$ cat config.mk
export PLATFORM = sky130hd
export DESIGN_NAME = sysid_check_master_flat
export DESIGN_NICKNAME = d
export VERILOG_FILES = /design/src/rtl/sysid_check_pkg.sv /design/src/rtl/sysid_check_master_if.sv /design/src/rtl/sysid_check_timer.sv /design/src/rtl/sysid_check_master.sv /design/src/flat_wrapper.sv
export SDC_FILE = /design/constraint.sdc
export NUM_CORES = 1
export LEC_CHECK = 0
export CAP_MARGIN = 20
export CELL_PAD_IN_SITES_DETAIL_PLACEMENT = 1
export CELL_PAD_IN_SITES_GLOBAL_PLACEMENT = 1
export CORE_MARGIN = 2
export CORE_UTILIZATION = 36
export CTS_CLUSTER_SIZE = 14
export DETAILED_ROUTE_END_ITERATION = 10
export PLACE_DENSITY_LB_ADDON = 0.1
export SLEW_MARGIN = 20
export SYNTH_ARGS = -nofsm -noshare
export SYNTH_HDL_FRONTEND = slang
export SYNTH_SLANG_ARGS = --single-unit
$ cat constraint.sdc
create_clock -name clock -period 2.39 [get_ports clock]
set_input_delay 0.478 -clock clock [delete_from_list [all_inputs] [get_ports clock]]
set_output_delay 0.478 -clock clock [all_outputs]
set_load 0.005 [all_outputs]
$ cat src/rtl/sysid_check_pkg.sv
// Shared types and constants for the system-ID check master.
// State encoding, sysid word offsets and default build-time expected values.
package sysid_check_pkg;

   typedef enum logic [2:0] {
      ST_IDLE    = 3'd0,
      ST_ID_REQ  = 3'd1,
      ST_ID_WAIT = 3'd2,
      ST_TS_REQ  = 3'd3,
      ST_TS_WAIT = 3'd4,
      ST_FIN     = 3'd5
   } state_e;

   localparam int OFF_ID  = 0;
   localparam int OFF_TS  = 1;
   localparam int TIMER_W = 16;

   localparam logic [31:0] DEF_EXPECTED_ID = 32'h0000_0000;
   localparam logic [31:0] DEF_EXPECTED_TS = 32'h5593_1994;

endpackage

$ cat src/rtl/sysid_check_master_if.sv
// Avalon-MM read-only bus between the check master and the system-ID slave.
interface sysid_check_master_if #(
   parameter int ADDR_W = 1
);

   logic [ADDR_W-1:0] avm_address;
   logic              avm_read;
   logic              avm_waitrequest;
   logic [31:0]       avm_readdata;
   logic              avm_readdatavalid;

   modport master (
      output avm_address,
      output avm_read,
      input  avm_waitrequest,
      input  avm_readdata,
      input  avm_readdatavalid
   );

   modport slave (
      input  avm_address,
      input  avm_read,
      output avm_waitrequest,
      output avm_readdata,
      output avm_readdatavalid
   );

endinterface

$ cat src/rtl/sysid_check_timer.sv
// Per-read cycle budget counter: cleared when a read begins, counts while enabled,
// and flags the last allowed cycle so the FSM can abandon the read.
module sysid_check_timer
   import sysid_check_pkg::*;
(
   input  logic               clock,
   input  logic               reset_n,
   input  logic               clear,
   input  logic               enable,
   input  logic [TIMER_W-1:0] limit,
   output logic               expired
);

   logic [TIMER_W-1:0] count_q, count_d;

   always_comb begin
      count_d = count_q;
      if (clear) begin
         count_d = '0;
      end else if (enable) begin
         count_d = count_q + TIMER_W'(1);
      end
   end

   always_ff @(posedge clock or negedge reset_n) begin
      if (!reset_n) begin
         count_q <= '0;
      end else begin
         count_q <= count_d;
      end
   end

   // Count k-1 is visible in the k-th cycle of a read, so this fires on cycle 'limit'.
   assign expired = enable && (count_q == (limit - TIMER_W'(1)));

endmodule

$ cat src/rtl/sysid_check_master.sv
// Avalon-MM master that reads the sysid ID and timestamp words and compares them
// against build-time values, reporting sticky done/pass status to board logic.
module sysid_check_master
   import sysid_check_pkg::*;
#(
   parameter int          ADDR_W      = 1,
   parameter int          BASE_WORD   = 0,
   parameter logic [31:0] EXPECTED_ID = DEF_EXPECTED_ID,
   parameter logic [31:0] EXPECTED_TS = DEF_EXPECTED_TS,
   parameter int          TIMEOUT_CYC = 255,
   parameter bit          AUTO_START  = 1'b1
) (
   input  logic                        clock,
   input  logic                        reset_n,
   input  logic                        start,
   sysid_check_master_if.master        avm,
   output logic                        busy,
   output logic                        done,
   output logic                        pass,
   output logic                        id_ok,
   output logic                        ts_ok,
   output logic                        timeout,
   output logic [31:0]                 id_value,
   output logic [31:0]                 ts_value
);

   localparam logic [ADDR_W-1:0]  ADDR_ID     = ADDR_W'(BASE_WORD + OFF_ID);
   localparam logic [ADDR_W-1:0]  ADDR_TS     = ADDR_W'(BASE_WORD + OFF_TS);
   localparam logic [TIMER_W-1:0] TIMER_LIMIT = TIMER_W'(TIMEOUT_CYC);

   state_e            state_q, state_d;
   logic              autoPend_q, startPend_q;
   logic              done_q, pass_q, idOk_q, tsOk_q, timeout_q;
   logic [31:0]       idValue_q, tsValue_q;
   logic              inReq, inWait, accept, dataValid, startCheck, readAbort;
   logic              readReq, timerClear, timerEnable, timerExpired;
   logic [ADDR_W-1:0] address;

   assign inReq      = (state_q == ST_ID_REQ)  || (state_q == ST_TS_REQ);
   assign inWait     = (state_q == ST_ID_WAIT) || (state_q == ST_TS_WAIT);
   assign accept     = inReq && !avm.avm_waitrequest;
   assign dataValid  = inWait && avm.avm_readdatavalid;
   assign startCheck = (state_q == ST_IDLE) && (start || autoPend_q || startPend_q);
   // A read that completes on its last budgeted cycle still counts as a success.
   assign readAbort  = timerExpired && ((inReq && !accept) || (inWait && !dataValid));

   sysid_check_timer u_timer (
      .clock   (clock),
      .reset_n (reset_n),
      .clear   (timerClear),
      .enable  (timerEnable),
      .limit   (TIMER_LIMIT),
      .expired (timerExpired)
   );

   always_ff @(posedge clock or negedge reset_n) begin
      if (!reset_n) begin
         state_q <= ST_IDLE;
      end else begin
         state_q <= state_d;
      end
   end

   always_comb begin
      state_d = state_q;
      unique case (state_q)
         ST_IDLE:    if (startCheck) state_d = ST_ID_REQ;
         ST_ID_REQ:  if (accept) state_d = ST_ID_WAIT; else if (readAbort) state_d = ST_FIN;
         ST_ID_WAIT: if (dataValid) state_d = ST_TS_REQ; else if (readAbort) state_d = ST_FIN;
         ST_TS_REQ:  if (accept) state_d = ST_TS_WAIT; else if (readAbort) state_d = ST_FIN;
         ST_TS_WAIT: if (dataValid || readAbort) state_d = ST_FIN;
         ST_FIN:     state_d = ST_IDLE;
         default:    state_d = ST_IDLE;
      endcase
   end

   // Bus outputs decode straight from the state register so reset drops avm_read at once.
   always_comb begin
      readReq     = inReq;
      address     = ((state_q == ST_TS_REQ) || (state_q == ST_TS_WAIT)) ? ADDR_TS : ADDR_ID;
      busy        = (state_q != ST_IDLE);
      timerEnable = inReq || inWait;
      timerClear  = startCheck || ((state_q == ST_ID_WAIT) && dataValid);
   end

   always_ff @(posedge clock or negedge reset_n) begin
      if (!reset_n) begin
         autoPend_q  <= AUTO_START;
         startPend_q <= 1'b0;
         done_q      <= 1'b0;
         pass_q      <= 1'b0;
         idOk_q      <= 1'b0;
         tsOk_q      <= 1'b0;
         timeout_q   <= 1'b0;
         idValue_q   <= '0;
         tsValue_q   <= '0;
      end else begin
         if (state_q == ST_IDLE) begin
            autoPend_q  <= 1'b0;
            startPend_q <= 1'b0;
         end else if ((state_q == ST_FIN) && start) begin
            startPend_q <= 1'b1;
         end
         if (startCheck) begin
            done_q    <= 1'b0;
            pass_q    <= 1'b0;
            idOk_q    <= 1'b0;
            tsOk_q    <= 1'b0;
            timeout_q <= 1'b0;
            idValue_q <= '0;
            tsValue_q <= '0;
         end
         if ((state_q == ST_ID_WAIT) && dataValid) begin
            idValue_q <= avm.avm_readdata;
            idOk_q    <= (avm.avm_readdata == EXPECTED_ID);
         end
         if ((state_q == ST_TS_WAIT) && dataValid) begin
            tsValue_q <= avm.avm_readdata;
            tsOk_q    <= (avm.avm_readdata == EXPECTED_TS);
         end
         if (readAbort) begin
            timeout_q <= 1'b1;
         end
         if (state_q == ST_FIN) begin
            done_q <= 1'b1;
            pass_q <= idOk_q && tsOk_q && !timeout_q;
         end
      end
   end

   assign avm.avm_read    = readReq;
   assign avm.avm_address = address;
   assign done            = done_q;
   assign pass            = pass_q;
   assign id_ok           = idOk_q;
   assign ts_ok           = tsOk_q;
   assign timeout         = timeout_q;
   assign id_value        = idValue_q;
   assign ts_value        = tsValue_q;

endmodule

$ cat src/flat_wrapper.sv
// flat-port wrapper written by rule: the top's interface ports become plain ports
module sysid_check_master_flat import sysid_check_pkg::*;
#(
   parameter int          ADDR_W      = 1,
   parameter int          BASE_WORD   = 0,
   parameter logic [31:0] EXPECTED_ID = DEF_EXPECTED_ID,
   parameter logic [31:0] EXPECTED_TS = DEF_EXPECTED_TS,
   parameter int          TIMEOUT_CYC = 255,
   parameter bit          AUTO_START  = 1'b1
)
  (clock, reset_n, start, busy, done, pass, id_ok, ts_ok, timeout, id_value, ts_value, avm_avm_address, avm_avm_read, avm_avm_waitrequest, avm_avm_readdata, avm_avm_readdatavalid);
  sysid_check_master_if #(.ADDR_W(ADDR_W)) avm_i ();
  input  logic clock;
  input  logic reset_n;
  input  logic start;
  output logic busy;
  output logic done;
  output logic pass;
  output logic id_ok;
  output logic ts_ok;
  output logic timeout;
  output logic [31:0] id_value;
  output logic [31:0] ts_value;
  output wire logic [$bits(avm_i.avm_address)-1:0] avm_avm_address;
  output wire logic [$bits(avm_i.avm_read)-1:0] avm_avm_read;
  input wire logic [$bits(avm_i.avm_waitrequest)-1:0] avm_avm_waitrequest;
  input wire logic [$bits(avm_i.avm_readdata)-1:0] avm_avm_readdata;
  input wire logic [$bits(avm_i.avm_readdatavalid)-1:0] avm_avm_readdatavalid;
  assign avm_avm_address = avm_i.avm_address;
  assign avm_avm_read = avm_i.avm_read;
  assign avm_i.avm_waitrequest = avm_avm_waitrequest;
  assign avm_i.avm_readdata = avm_avm_readdata;
  assign avm_i.avm_readdatavalid = avm_avm_readdatavalid;
  sysid_check_master #(.ADDR_W(ADDR_W), .BASE_WORD(BASE_WORD), .EXPECTED_ID(EXPECTED_ID), .EXPECTED_TS(EXPECTED_TS), .TIMEOUT_CYC(TIMEOUT_CYC), .AUTO_START(AUTO_START)) u_core (.clock(clock), .reset_n(reset_n), .start(start), .avm(avm_i), .busy(busy), .done(done), .pass(pass), .id_ok(id_ok), .ts_ok(ts_ok), .timeout(timeout), .id_value(id_value), .ts_value(ts_value));
endmodule
# Word-level counts from Yosys, hierarchy flattened
# Cells that the tools add are included.
# word_totals
ff_bits	90
inputBits	37
out_inout_bits	72
wordCells	77
# op_classes
addsub	1
eq_ne	9
muxes	21
n_reduce_logical	35
# ops
cell	count
$mux 32	3
$eq 32x31->1 const B	1
$logic_not 32->1	1
$mux 16	2
$mux 3	6
$add 16x1->16 const B	1
$eq 16x8->1 const B	1
$pmux 3 s5	1
$logic_and 1x1->1	12
$reduce_bool 2->1	6
$logic_or 1x1->1	9
$mux 1	9
$eq 3x2->1 const B	2
$eq 3x3->1 const B	2
$logic_not 1->1	4
$ne 2x1->1 const B	2
$eq 3x1->1 const B	1
$logic_not 3->1	1
$reduce_bool 3->1	1
$reduce_and 2->1	1

# Depth between registers and ports, before layout
# Gate-level depths: netlist (run 1).
# logic_depth
word_depth	10
depth_mapped	7
mapped_depth_nobuf	6

# Cells and area by module
# From an unflattened synthesis (run 1), not the netlist that was laid out.
# hier_totals
hier_cells	521
hier_area_um2	4526.8
# by_module_without_submodules
module	instances	cells_per_inst	area_each_um2	seq_area_each_um2
sysid_check_master	1	357	3134.3	1853.0
sysid_check_timer	1	164	1392.6	400.4

# Worst setup path before layout (run 1)
# No wires, ideal clock.
# synth_path
path_kind	flip-flop to flip-flop
start	register u_core.state_q[0]
end	register u_core.u_timer.count_q[12]
setup_time_ns	0.078
t_arrival_ns	1.735
slack_ns	0.577
path_stages_with_launch	7
synth_period_minus_slack_ns	1.813
path_cell_list	dfrtp_1 -> buf_6 -> o21a_1 -> or4_1 -> buf_2 -> or3_1 -> a21oi_1
# synth_between
elab_chain_len	6
word_cells_on_any_way	14
cone_classes	eq/ne (4); mux (1); reduce/logical (9)
# synth_rtl
item	line_no	text
start: declaration	sysid_check_master.sv:31	state_e state_q, state_d;
start signal: assignment	sysid_check_master.sv:60	state_q <= state_d;
$eq 3x2->1 / $eq 3x3->1 (equally long branches)	sysid_check_master.sv:40, sysid_check_master.sv:83	
$logic_or 1x1->1	sysid_check_master.sv:40	assign inWait = (state_q == ST_ID_WAIT) || (state_q == ST_TS_WAIT);
$logic_and 1x1->1	sysid_check_master.sv:42	assign dataValid = inWait && avm.avm_readdatavalid;
$logic_and 1x1->1	sysid_check_master.sv:83	timerClear = startCheck || ((state_q == ST_ID_WAIT) && dataValid);
$logic_or 1x1->1	sysid_check_master.sv:83	
$mux 16 / $reduce_bool 2->1 (equally long branches)	-	
end signal: assignment	sysid_check_timer.sv:29	count_q <= count_d;
end: declaration	sysid_check_timer.sv:14	logic [TIMER_W-1:0] count_q, count_d;
# Several ways; a longest one is shown, not always the timed one.
# A chain may end at the register's enable or synchronous reset.

# Final worst setup path (run 1)
# layout_path
start	register u_core.state_q[2]
end	output port avm_avm_address
# layout_between
elab_chain_len	3
word_cells_on_any_way	4
cone_classes	eq/ne (2); mux (1); reduce/logical (1)
# layout_rtl
item	line_no	text
$eq 3x2->1 / $eq 3x3->1 (equally long branches)	sysid_check_master.sv:80	address = ((state_q == ST_TS_REQ) || (state_q == ST_TS_WAIT)) ? ADDR_TS : ADDR_ID;
$logic_or 1x1->1 *	sysid_check_master.sv:80	
$mux 1 *	sysid_check_master.sv:80	
end: declaration	flat_wrapper.sv:24	output wire logic [$bits(avm_i.avm_address)-1:0] avm_avm_address;
# Mark *: on every way between the ends. The rest lies on a longest branch, timed or not.

==> impl_metrics.json, run 1 <==
{
  "rsz0062_at_grt": "no",
  "route.final.wire_length_um": 12800,
  "timing.rr.start": "u_core.state_q[0]",
  "grt_start_max_net_pins": 44,
  "fp.coreArea_um2": 10800,
  "post-synth-top-area-fraction_pct": 55.6,
  "synth_nets": 491,
  "grt_overflow": 0,
  "antenna_violations_before_repair": 0,
  "ctsRootBufferMaster": "sky130_fd_sc_hd__clkbuf_8",
  "finalWorstSetupSlack_ps": 92.5,
  "antenna_cells_inserted": 0,
  "die_width_um": 109,
  "share_clk_of_total_power_pct": 18.3,
  "syn_area_per_cell_um2": 8.86,
  "wl_per_cell_um": 18.2,
  "power.sequential.fraction_pct": 39.9,
  "place_ws_ps": -11.9,
  "vias_in_the_first_global_route": 4057,
  "hold_violations": 0,
  "drcViolationCount": 0,
  "cts.reportedPaths.clkPinSlew_ps": 80,
  "floorplan.initialDensity_pct": 37.0,
  "total_power_mw": 5.89,
  "ys_seq_elements": 90,
  "synth_area_leaders": "sky130_fd_sc_hd__dfrtp_1, sky130_fd_sc_hd__nand2_1, sky130_fd_sc_hd__o21ai_0, sky130_fd_sc_hd__nand3_1, sky130_fd_sc_hd__clkbuf_1",
  "tritoncts": "done",
  "worstSetupStartpoint": "u_core.state_q[2]",
  "timing.hold.worst.class": "primary input to asynchronous set/reset pin",
  "tritoncts_num_sinks": 90,
  "path_class": "register to primary output",
  "fp.dieArea_um2": 12000,
  "chipHeight_um": 109,
  "synthToLayoutAreaGrowth_pct": 38.3,
  "startpoint_type_of_the_worst_setup_path": "register",
  "synth_area_leader_cell": "sky130_fd_sc_hd__dfrtp_1",
  "data_arrival_at_the_endpoint_of_the_critical_path_ps": 1820,
  "drt_pass1_iterations": 4,
  "drv_slew": 0,
  "clock_buffer_count_from_cts": 9,
  "drt_first_iter_violations": 162,
  "p_sw_mw": 2.05,
  "max_cap_viols": 0,
  "finClkSkew_ps": 11.3,
  "io_port_bufs": 108,
  "detailedPlacementHpwl_um": 8960,
  "setup-violations-final": 0,
  "ys_seq_area_share_pct": 56.2,
  "internal_power_mw": 3.85,
  "maxSlewHeadroom_pct": 61.1,
  "irDropWorstVdd_mv": 0.480,
  "worst-path-max-fanout": 15,
  "combPwrFrac_pct": 41.8,
  "syn_inst": 452,
  "finalWeightedCongestion": 0.795,
  "filler_cells_inserted": 1272,
  "timing.reg2reg.setup_slack_ps": 270,
  "cts_hold_repair.buffers": 0,
  "floorplan.rows": 38,
  "powerDensity_nw_per_um2": 1060,
  "grt_first_pass_wirelength_um": 20700,
  "max_freq_ghz": 0.435,
  "data_required_time_at_the_worst_endpoint_ps": 1910,
  "htreeDepth": 3,
  "cts_buffer_depth": 2,
  "worst_pin_slew_ps": 583,
  "worstReg2RegEnd": "u_core.u_timer.count_q[12]",
  "reg2reg_depth": 5,
  "total_vias_in_the_final_route": 3719,
  "p_leak_nw": 2.42,
  "post_synthesis_cell_area_um2": 4010,
  "finish.cell_count_without_fillers": 705,
  "cp-end-kind": "primary output",
  "track_usage_pct": 22.8,
  "fraction_of_power_spent_switching_nets_pct": 34.7,
  "ioPinCount": 109,
  "synthDistinctLibCells": 40,
  "nNetsFinal": 599,
  "period_minus_slack_ps": 2300,
  "vias_per_cell": 5.28,
  "post-place-cells": 687,
  "run_status": "completed",
  "clk_latency_ps": 370,
  "ant_nets": 0,
  "timing.critical_path.to": "avm_avm_address",
  "yosysWarnings": 0,
  "layout_worst_path_cycle_share_pct": 96.1,
  "layout_cells_sized_above_1_pct": 6.55
}
synth_stat cells, drive strengths merged:
cell and n:
or4 5, and4 1, or2 2, xnor2 5
and3 1, nor2 9, nand4 11, o2bb2ai 1
a21oi 11, maj3 1, o311ai 1, dfrtp 89
nand2b 3, or3 13, dfstp 1, buf 5
ha 2, o31a 2, a22o 1, o21ai 45
nand2 144, nor4 10, a31oi 1, nor4bb 1
a211oi 1, xor2 1, nand3b 2, o32ai 1
o21a 2, nor2b 1, inv 9, and2 2
nor4b 1, nor3 3, clkbuf 22, nand3 41
o221ai 1
per-stage QoR:
| step | util [%] | TNS, ps | instance area (um2) | hold WS (ps) |
|---|---|---|---|---|
| floorplan | - | 0 | 4010 | 182 |
| global route | 51.1 | 0 | 5540 | 142 |
| finish | 51.1 | 0 | 5540 | 116 |
| detailed placement | 49.1 | -11.9 | 5320 | 464 |
| global placement | 49.1 | 0 | 5320 | 462 |
| CTS | 50.9 | 0 | 5520 | 116 |
cell type report:
class,instances,area [um2],share of cell area [%]
clock buffers,14,163,2.94
inverters,9,33.8,0.610
well taps,140,175,3.16
flip-flops and latches,90,2250,40.7
clock inverters,2,35.0,0.632
repair buffers,124,1250,22.5
multi-input cells,326,1630,29.4
worst max-delay path, stage by stage (launching register included):
cell and delay (ps):
sky130_fd_sc_hd__dfrtp_1 450, sky130_fd_sc_hd__buf_4 220, sky130_fd_sc_hd__nor2_1 150, sky130_fd_sc_hd__a22o_1 150, sky130_fd_sc_hd__clkdlybuf4s50_1 490
worst min-delay path by stage:
stage | slack, ps | depth (start not counted) | to | from
after global routing | 140 | 1 | u_core.u_timer.count_q[4] | reset_n
final | 120 | 1 | u_core.u_timer.count_q[6] | reset_n
after detailed placement | 460 | 2 | u_core.startPend_q | u_core.startPend_q
after CTS | 120 | 1 | u_core.u_timer.count_q[7] | reset_n
after global placement | 460 | 2 | u_core.startPend_q | u_core.startPend_q
after floorplan | 180 | 0 | u_core.done | reset_n
registers in the layout, summed over array words and instances, names as in the netlist:
| register | count |
|---|---|
| u_core.id_value | 32 |
| u_core.ts_value | 32 |
| u_core.u_timer.count_q | 16 |
| u_core.state_q | 3 |
| u_core.autoPend_q | 1 |
| u_core.done | 1 |
| u_core.id_ok | 1 |
| u_core.pass | 1 |
| u_core.startPend_q | 1 |
| u_core.timeout | 1 |
| u_core.ts_ok | 1 |
placed cells by master (no fill, tap or decap), drive strengths merged, types with 9 or more instances in the layout:
cell,n
nand2,144
clkdlybuf4s50,107
dfrtp,89
o21ai,45
nand3,41
buf,17
clkbuf,14
or3,13
nand4,11
a21oi,11
nor4,10
inv,9
nor2,9
logic make-up after synthesis:
kind of cell	synth area share (%)
AND/OR/NAND/NOR	28.7
flip-flops	56.2
AO/OA/AOI/OAI	9.24
buffers and inverters	3.65
XOR/XNOR	1.31
adder cells (fa/ha/maj)	0.874
power by group through the flow:
stage                     sequential [mW]  combinational (mW)  clock [mW]
after CTS                            2.36                2.46        1.10
after global routing                 2.41                2.73        1.16
after detailed placement             2.37                2.45           0
after floorplan                      2.32               0.972           0
final                                2.35                2.46        1.08
after global placement               2.35                2.39           0
repair_timing:
item	4_1_cts	5_1_grt
resized for setup	2	1
setup buffers	0	2
setup endpoints to repair	2	1
per-layer routing:
metal,GRT usage [%],share of wire [%],up-vias
met5,0,0,-
met4,7.59,1.5,0
met3,5.45,4.4,12
met2,39.5,51,66
met1,27.9,43,1895
li1,-,-,1746
(Power assumes the default switching activity.)
==> run 2: changes to the inputs <==
--- a/config.mk
+++ b/config.mk
@@ -5,11 +5,12 @@
 export SDC_FILE = /design/constraint.sdc
 export NUM_CORES = 1
 export LEC_CHECK = 0
+export ABC_AREA = 1
 export CAP_MARGIN = 20
 export CELL_PAD_IN_SITES_DETAIL_PLACEMENT = 1
 export CELL_PAD_IN_SITES_GLOBAL_PLACEMENT = 1
 export CORE_MARGIN = 2
-export CORE_UTILIZATION = 36
+export CORE_UTILIZATION = 35
 export CTS_CLUSTER_SIZE = 14
 export DETAILED_ROUTE_END_ITERATION = 10
 export PLACE_DENSITY_LB_ADDON = 0.1
==> impl_metrics.json, run 2 <==
{
  "run_status": "completed",
  "powerDensity_nw_per_um2": 1110,
  "antenna_cells_inserted": 0,
  "fin_setup_tns_ps": 0,
  "setup-violations-final": 0,
  "cts.reportedPaths.clkPinSlew_ps": 60,
  "synth_area_leader_cell": "sky130_fd_sc_hd__dfrtp_1",
  "floorplan.rows": 39,
  "synthToLayoutAreaGrowth_pct": 36.8,
  "area.sequential_um2": 2250,
  "htreeDepth": 3,
  "irDropWorstVdd_mv": 0.509,
  "layout.cells.most_common_list": "sky130_fd_sc_hd__nand2_1, sky130_fd_sc_hd__clkdlybuf4s50_1, sky130_fd_sc_hd__dfrtp_1",
  "p_sw_mw": 2.23,
  "timing.hold.worst.class": "primary input to asynchronous set/reset pin",
  "layout_cells_sized_above_1_pct": 6.09,
  "cp-end-kind": "primary output",
  "data_required_time_at_the_worst_endpoint_ps": 1910,
  "track_usage_pct": 21.6,
  "whs_ps": 153,
  "ioPinCount": 109,
  "cts_hold_repair.buffers": 0,
  "floorplan.initialDensity_pct": 35.8,
  "nNetsFinal": 627,
  "route.final.wire_length_um": 12700,
  "total_area_of_multi_input_combinational_cells_um2": 1520,
  "yosysMostFrequentCell": "sky130_fd_sc_hd__nand2_1",
  "max_cap_viols": 0,
  "synth_area_leaders": "sky130_fd_sc_hd__dfrtp_1, sky130_fd_sc_hd__nand2_1, sky130_fd_sc_hd__o21ai_0, sky130_fd_sc_hd__inv_1, sky130_fd_sc_hd__nand4_1",
  "fp.dieArea_um2": 12500,
  "io_port_bufs": 108,
  "data_arrival_at_the_endpoint_of_the_critical_path_ps": 1770,
  "post_route_met1_wirelength_um": 5650,
  "worst_pin_slew_ps": 546,
  "post_synthesis_cell_area_um2": 4080,
  "antenna_violations_before_repair": 0,
  "yosysWarnings": 0,
  "fp.coreArea_um2": 11400,
  "vias_in_the_first_global_route": 4076,
  "finClkSkew_ps": 4.28,
  "grt_start_max_net_pins": 91,
  "drt_pass1_iterations": 4,
  "synth_nets": 519,
  "final_cell_area_um2": 5580,
  "grt_first_pass_wirelength_um": 21100,
  "syn_inst": 480,
  "finish.cell_count_without_fillers": 734,
  "ys_top_cells_by_count": "sky130_fd_sc_hd__nand2_1, sky130_fd_sc_hd__dfrtp_1, sky130_fd_sc_hd__o21ai_0",
  "syn_area_per_cell_um2": 8.49,
  "wl_met3_um": 752,
  "clock_buffer_count_from_cts": 9,
  "die_width_um": 112,
  "topRoutingLayerUsed": "met4",
  "ys_seq_elements": 90,
  "synthDistinctLibCells": 32,
  "combPwrFrac_pct": 41.3,
  "maxSlewHeadroom_pct": 63.3,
  "fraction_of_power_spent_switching_nets_pct": 36.1,
  "filler_cells_inserted": 1359,
  "tritoncts_num_sinks": 90,
  "p_leak_nw": 2.52,
  "layout_worst_path_cycle_share_pct": 94.2,
  "post-place-cells": 720,
  "place_ws_ps": 122,
  "finalWeightedCongestion": 0.827,
  "clk_latency_ps": 340,
  "rsz0062_at_grt": "no",
  "finalWorstSetupSlack_ps": 139,
  "hold_violations": 0,
  "drcViolationCount": 0,
  "total_power_mw": 6.19,
  "detailroute.wirelength.met2_um": 6110,
  "drv_slew": 0,
  "grt_overflow": 0,
  "detailedPlacementHpwl_um": 8980,
  "total_vias_in_the_final_route": 3736,
  "chipHeight_um": 112,
  "internal_power_mw": 3.96,
  "post-synth-top-area-fraction_pct": 54.7,
  "worst-path-max-fanout": 7,
  "ant_nets": 0,
  "path_class": "register to primary output",
  "cts_buffer_depth": 2,
  "power.sequential.fraction_pct": 37.8,
  "share_clk_of_total_power_pct": 20.9,
  "period_minus_slack_ps": 2250,
  "startpoint_type_of_the_worst_setup_path": "register",
  "finalCoreUtilization_pct": 49.0,
  "mostFrequentLayoutCell": "sky130_fd_sc_hd__nand2_1",
  "max_freq_ghz": 0.444,
  "tritoncts": "done",
  "vias_per_cell": 5.09,
  "ctsRootBufferMaster": "sky130_fd_sc_hd__clkbuf_16",
  "postCtsResizedCells": 0,
  "synth-edff-count": 0,
  "post_cts_buffers": 0,
  "wl_per_cell_um": 17.4,
  "drt_first_iter_violations": 156,
  "postSynth.asyncResetShare_pct": 100,
  "ys_seq_area_share_pct": 55.3,
  "place_area_um2": 5320,
  "synth-main-ff-cell": "sky130_fd_sc_hd__dfrtp_1"
}
[run 2: cell types whose count changed in the layout (fill, tap and decap cells not counted), moves of 11 or more]
cell / change
sky130_fd_sc_hd__inv_1: +46
sky130_fd_sc_hd__nand3_1: -23
sky130_fd_sc_hd__o21ai_0: +23
sky130_fd_sc_hd__nand2_1: -19
sky130_fd_sc_hd__nor2_1: +19
sky130_fd_sc_hd__o21ai_1: +15
sky130_fd_sc_hd__or3_1: -13
sky130_fd_sc_hd__buf_4: -11
sky130_fd_sc_hd__nor3_1: +11
[run 2: area by class of cell]
class	instances	area share (%)
Inverter	59	3.97
Tap cell	143	3.21
Timing Repair Buffer	112	20.6
Sequential cell	90	40.4
Clock inverter	3	0.314
Multi-Input combinational cell	316	27.2
Clock buffer	11	4.35
[run 2: kinds of logic (layout without fill, tap and decap cells)]
| family | after synthesis | count (layout) | share of synthesized area (%) |
|---|---|---|---|
| compound gates | 93 | 93 | 11.9 |
| buf+inv | 74 | 185 | 7.49 |
| fa+ha+maj | 2 | 2 | 0.614 |
| simple gates | 217 | 217 | 23.9 |
| flops | 90 | 90 | 55.3 |
| xor+xnor | 4 | 4 | 0.860 |
[run 2: power groups by stage]
stage / Sequential, mW / Combinational [mW] / Clock [mW]
global placement: 2.36 / 2.51 / 0
CTS: 2.35 / 2.60 / 1.34
finish: 2.34 / 2.56 / 1.29
global route: 2.41 / 2.84 / 1.39
floorplan: 2.33 / 1.14 / 0
detailed placement: 2.36 / 2.58 / 0
[run 2: worst max-delay path, cell delays in order, from the launching register on]
cell and delay, ps:
sky130_fd_sc_hd__dfrtp_1 420, sky130_fd_sc_hd__inv_2 140, sky130_fd_sc_hd__nand3_1 190, sky130_fd_sc_hd__nand2_1 180
sky130_fd_sc_hd__clkdlybuf4s50_1 510
[run 2: worst paths after layout]
check | startpoint | to | slack [ps] | depth (start not counted)
worst max register to register | u_core.state_q[0] | u_core.u_timer.count_q[6] | 550 | 10
min in group clock | u_core.autoPend_q | u_core.autoPend_q | 450 | 2
worst min register to register | u_core.autoPend_q | u_core.autoPend_q | 450 | 2
worst min-delay path | reset_n | u_core.state_q[2] | 150 | 2
max in group asynchronous | reset_n | u_core.u_timer.count_q[13] | 1820 | 2
worst max-delay path | u_core.state_q[2] | avm_avm_read | 140 | 4
[run 2: metal layers]
metal	up-vias	track usage, %
met3	17	7.95
li1	1773	-
met2	89	35.3
met4	0	6.34
met5	-	0
met1	1857	26.9
==> run 3: changes to the inputs <==
--- a/config.mk
+++ b/config.mk
@@ -9,6 +9,7 @@
 export CAP_MARGIN = 20
 export CELL_PAD_IN_SITES_DETAIL_PLACEMENT = 1
 export CELL_PAD_IN_SITES_GLOBAL_PLACEMENT = 1
+export CORE_ASPECT_RATIO = 0.7
 export CORE_MARGIN = 2
 export CORE_UTILIZATION = 35
 export CTS_CLUSTER_SIZE = 14
==> impl_metrics.json, run 3 (synthesis gave the netlist of run 2 again) <==
{
  "period_minus_slack_ps": 2250,
  "wl_per_cell_um": 17.8,
  "irDropWorstVdd_mv": 0.554,
  "cts_buffer_depth": 2,
  "worst-path-max-fanout": 7,
  "clock_buffer_count_from_cts": 9,
  "cts.reportedPaths.clkPinSlew_ps": 70,
  "floorplan.initialDensity_pct": 36.5,
  "cp-end-kind": "primary output",
  "htreeDepth": 3,
  "critical_path_cell_with_the_highest_stage_delay": "sky130_fd_sc_hd__clkdlybuf4s50_1",
  "die_width_um": 133,
  "rsz0062_at_grt": "no",
  "ant_nets": 0,
  "vias_in_the_first_global_route": 4064,
  "setup-violations-final": 0,
  "path_class": "register to primary output",
  "hold_violations": 0,
  "run_status": "completed",
  "antenna_cells_inserted": 0,
  "vias_per_cell": 5.00,
  "finClkSkew_ps": 8.02,
  "data_arrival_at_the_endpoint_of_the_critical_path_ps": 1780,
  "cell_breakdown_of_the_critical_path": "nor2_2 > nand2_1 > nand2_1 > clkdlybuf4s50_1",
  "worst_pin_slew_ps": 576,
  "clk_latency_ps": 340,
  "drt_first_iter_violations": 143,
  "drcViolationCount": 0,
  "drt_pass1_iterations": 4,
  "track_usage_pct": 22.3,
  "route.final.wire_length_um": 13300,
  "max_freq_ghz": 0.443,
  "final_cell_area_um2": 5690,
  "crit_top_cell": "sky130_fd_sc_hd__nand2_1",
  "antenna_violations_before_repair": 0,
  "ioPinCount": 109,
  "startpoint_type_of_the_worst_setup_path": "register",
  "detailedPlacementHpwl_um": 9780,
  "maxSlewHeadroom_pct": 61.2,
  "cpPeakStageDelay_ps": 520,
  "grt_overflow": 0,
  "nNetsFinal": 629,
  "fin_setup_tns_ps": 0,
  "total_vias_in_the_final_route": 3741,
  "fp.coreArea_um2": 11200,
  "data_required_time_at_the_worst_endpoint_ps": 1910,
  "p_leak_nw": 2.57,
  "ctsRootBufferMaster": "sky130_fd_sc_hd__clkbuf_16",
  "io_port_bufs": 108,
  "max_cap_viols": 0,
  "synthToLayoutAreaGrowth_pct": 39.6,
  "chipHeight_um": 94.3,
  "layout_worst_path_cycle_share_pct": 94.3,
  "grt_first_pass_wirelength_um": 21700,
  "filler_cells_inserted": 1286,
  "timing.hold.worst.class": "primary input to asynchronous set/reset pin",
  "tritoncts_num_sinks": 90,
  "place_area_um2": 5330,
  "layout_cells_sized_above_1_pct": 7.06,
  "drv_slew": 0,
  "floorplan.rows": 32,
  "finalWeightedCongestion": 0.870,
  "layout.cells.most_common_list": "sky130_fd_sc_hd__nand2_1, sky130_fd_sc_hd__clkdlybuf4s50_1, sky130_fd_sc_hd__dfrtp_1",
  "powerDensity_nw_per_um2": 1160,
  "mostFrequentLayoutCell": "sky130_fd_sc_hd__nand2_1",
  "grt_start_max_net_pins": 65,
  "post_cts_buffers": 0,
  "tritoncts": "done",
  "fp.dieArea_um2": 12500
}
run 3: final timing paths:
| check | from | end | slack (ps) | depth (start not counted) |
|---|---|---|---|---|
| worst max-delay path | u_core.state_q[1] | avm_avm_address | 140 | 4 |
| worst min-delay path | reset_n | u_core.u_timer.count_q[11] | 60 | 1 |
| worst max register to register | u_core.state_q[0] | u_core.u_timer.count_q[7] | 410 | 10 |
| worst min register to register | u_core.autoPend_q | u_core.autoPend_q | 450 | 2 |
| max in group asynchronous | reset_n | u_core.id_value[12] | 1660 | 2 |
| min in group clock | u_core.autoPend_q | u_core.autoPend_q | 450 | 2 |
run 3: routing by layer:
layer  track usage [%]  wire (um)  vias up
met5                 0          0        -
met4              4.93        125        0
met3              6.90        888       14
met2              35.2       6070      101
met1              30.3       6220     1849
li1                  -          -     1777
run 3: repair_timing:
action,CTS,global route
endpoints found under the setup margin,0,1
gates resized for setup,0,1
hold buffers,0,0
run 3: power breakdown:
part / switching (mW) / internal (mW) / total, mW
logic: 1.36 / 1.23 / 2.59
registers: 0.348 / 2.00 / 2.35
clock network: 0.603 / 1.05 / 1.66
run 3: worst max-delay path, delay by kind of cell (launching register included):
kind	cells	cell delay, ps
AND/OR/NAND/NOR	3	440
buffers and inverters	1	520
flip-flops	1	480
run 3: layout make-up:
type	instances	area, um2	share of cell area, %
inverters	59	221	3.89
multi-input cells	316	1520	26.7
flip-flops and latches	90	2250	39.6
clock buffers	10	239	4.20
repair buffers	114	1150	20.2
clock inverters	6	113	1.98
well taps	153	191	3.37
run 3: stage by stage:
step	setup WS, ps	std cells	total power, mW	hold slack, ps	utilization (%)
floorplan	906	480	3.48	182	-
global placement	244	732	4.87	434	47.7
detailed placement	159	732	4.98	431	47.7
CTS	86.6	748	6.67	63.3	50.9
global route	60.8	748	7.05	73.0	50.9
finish	135	748	6.60	58.0	50.9
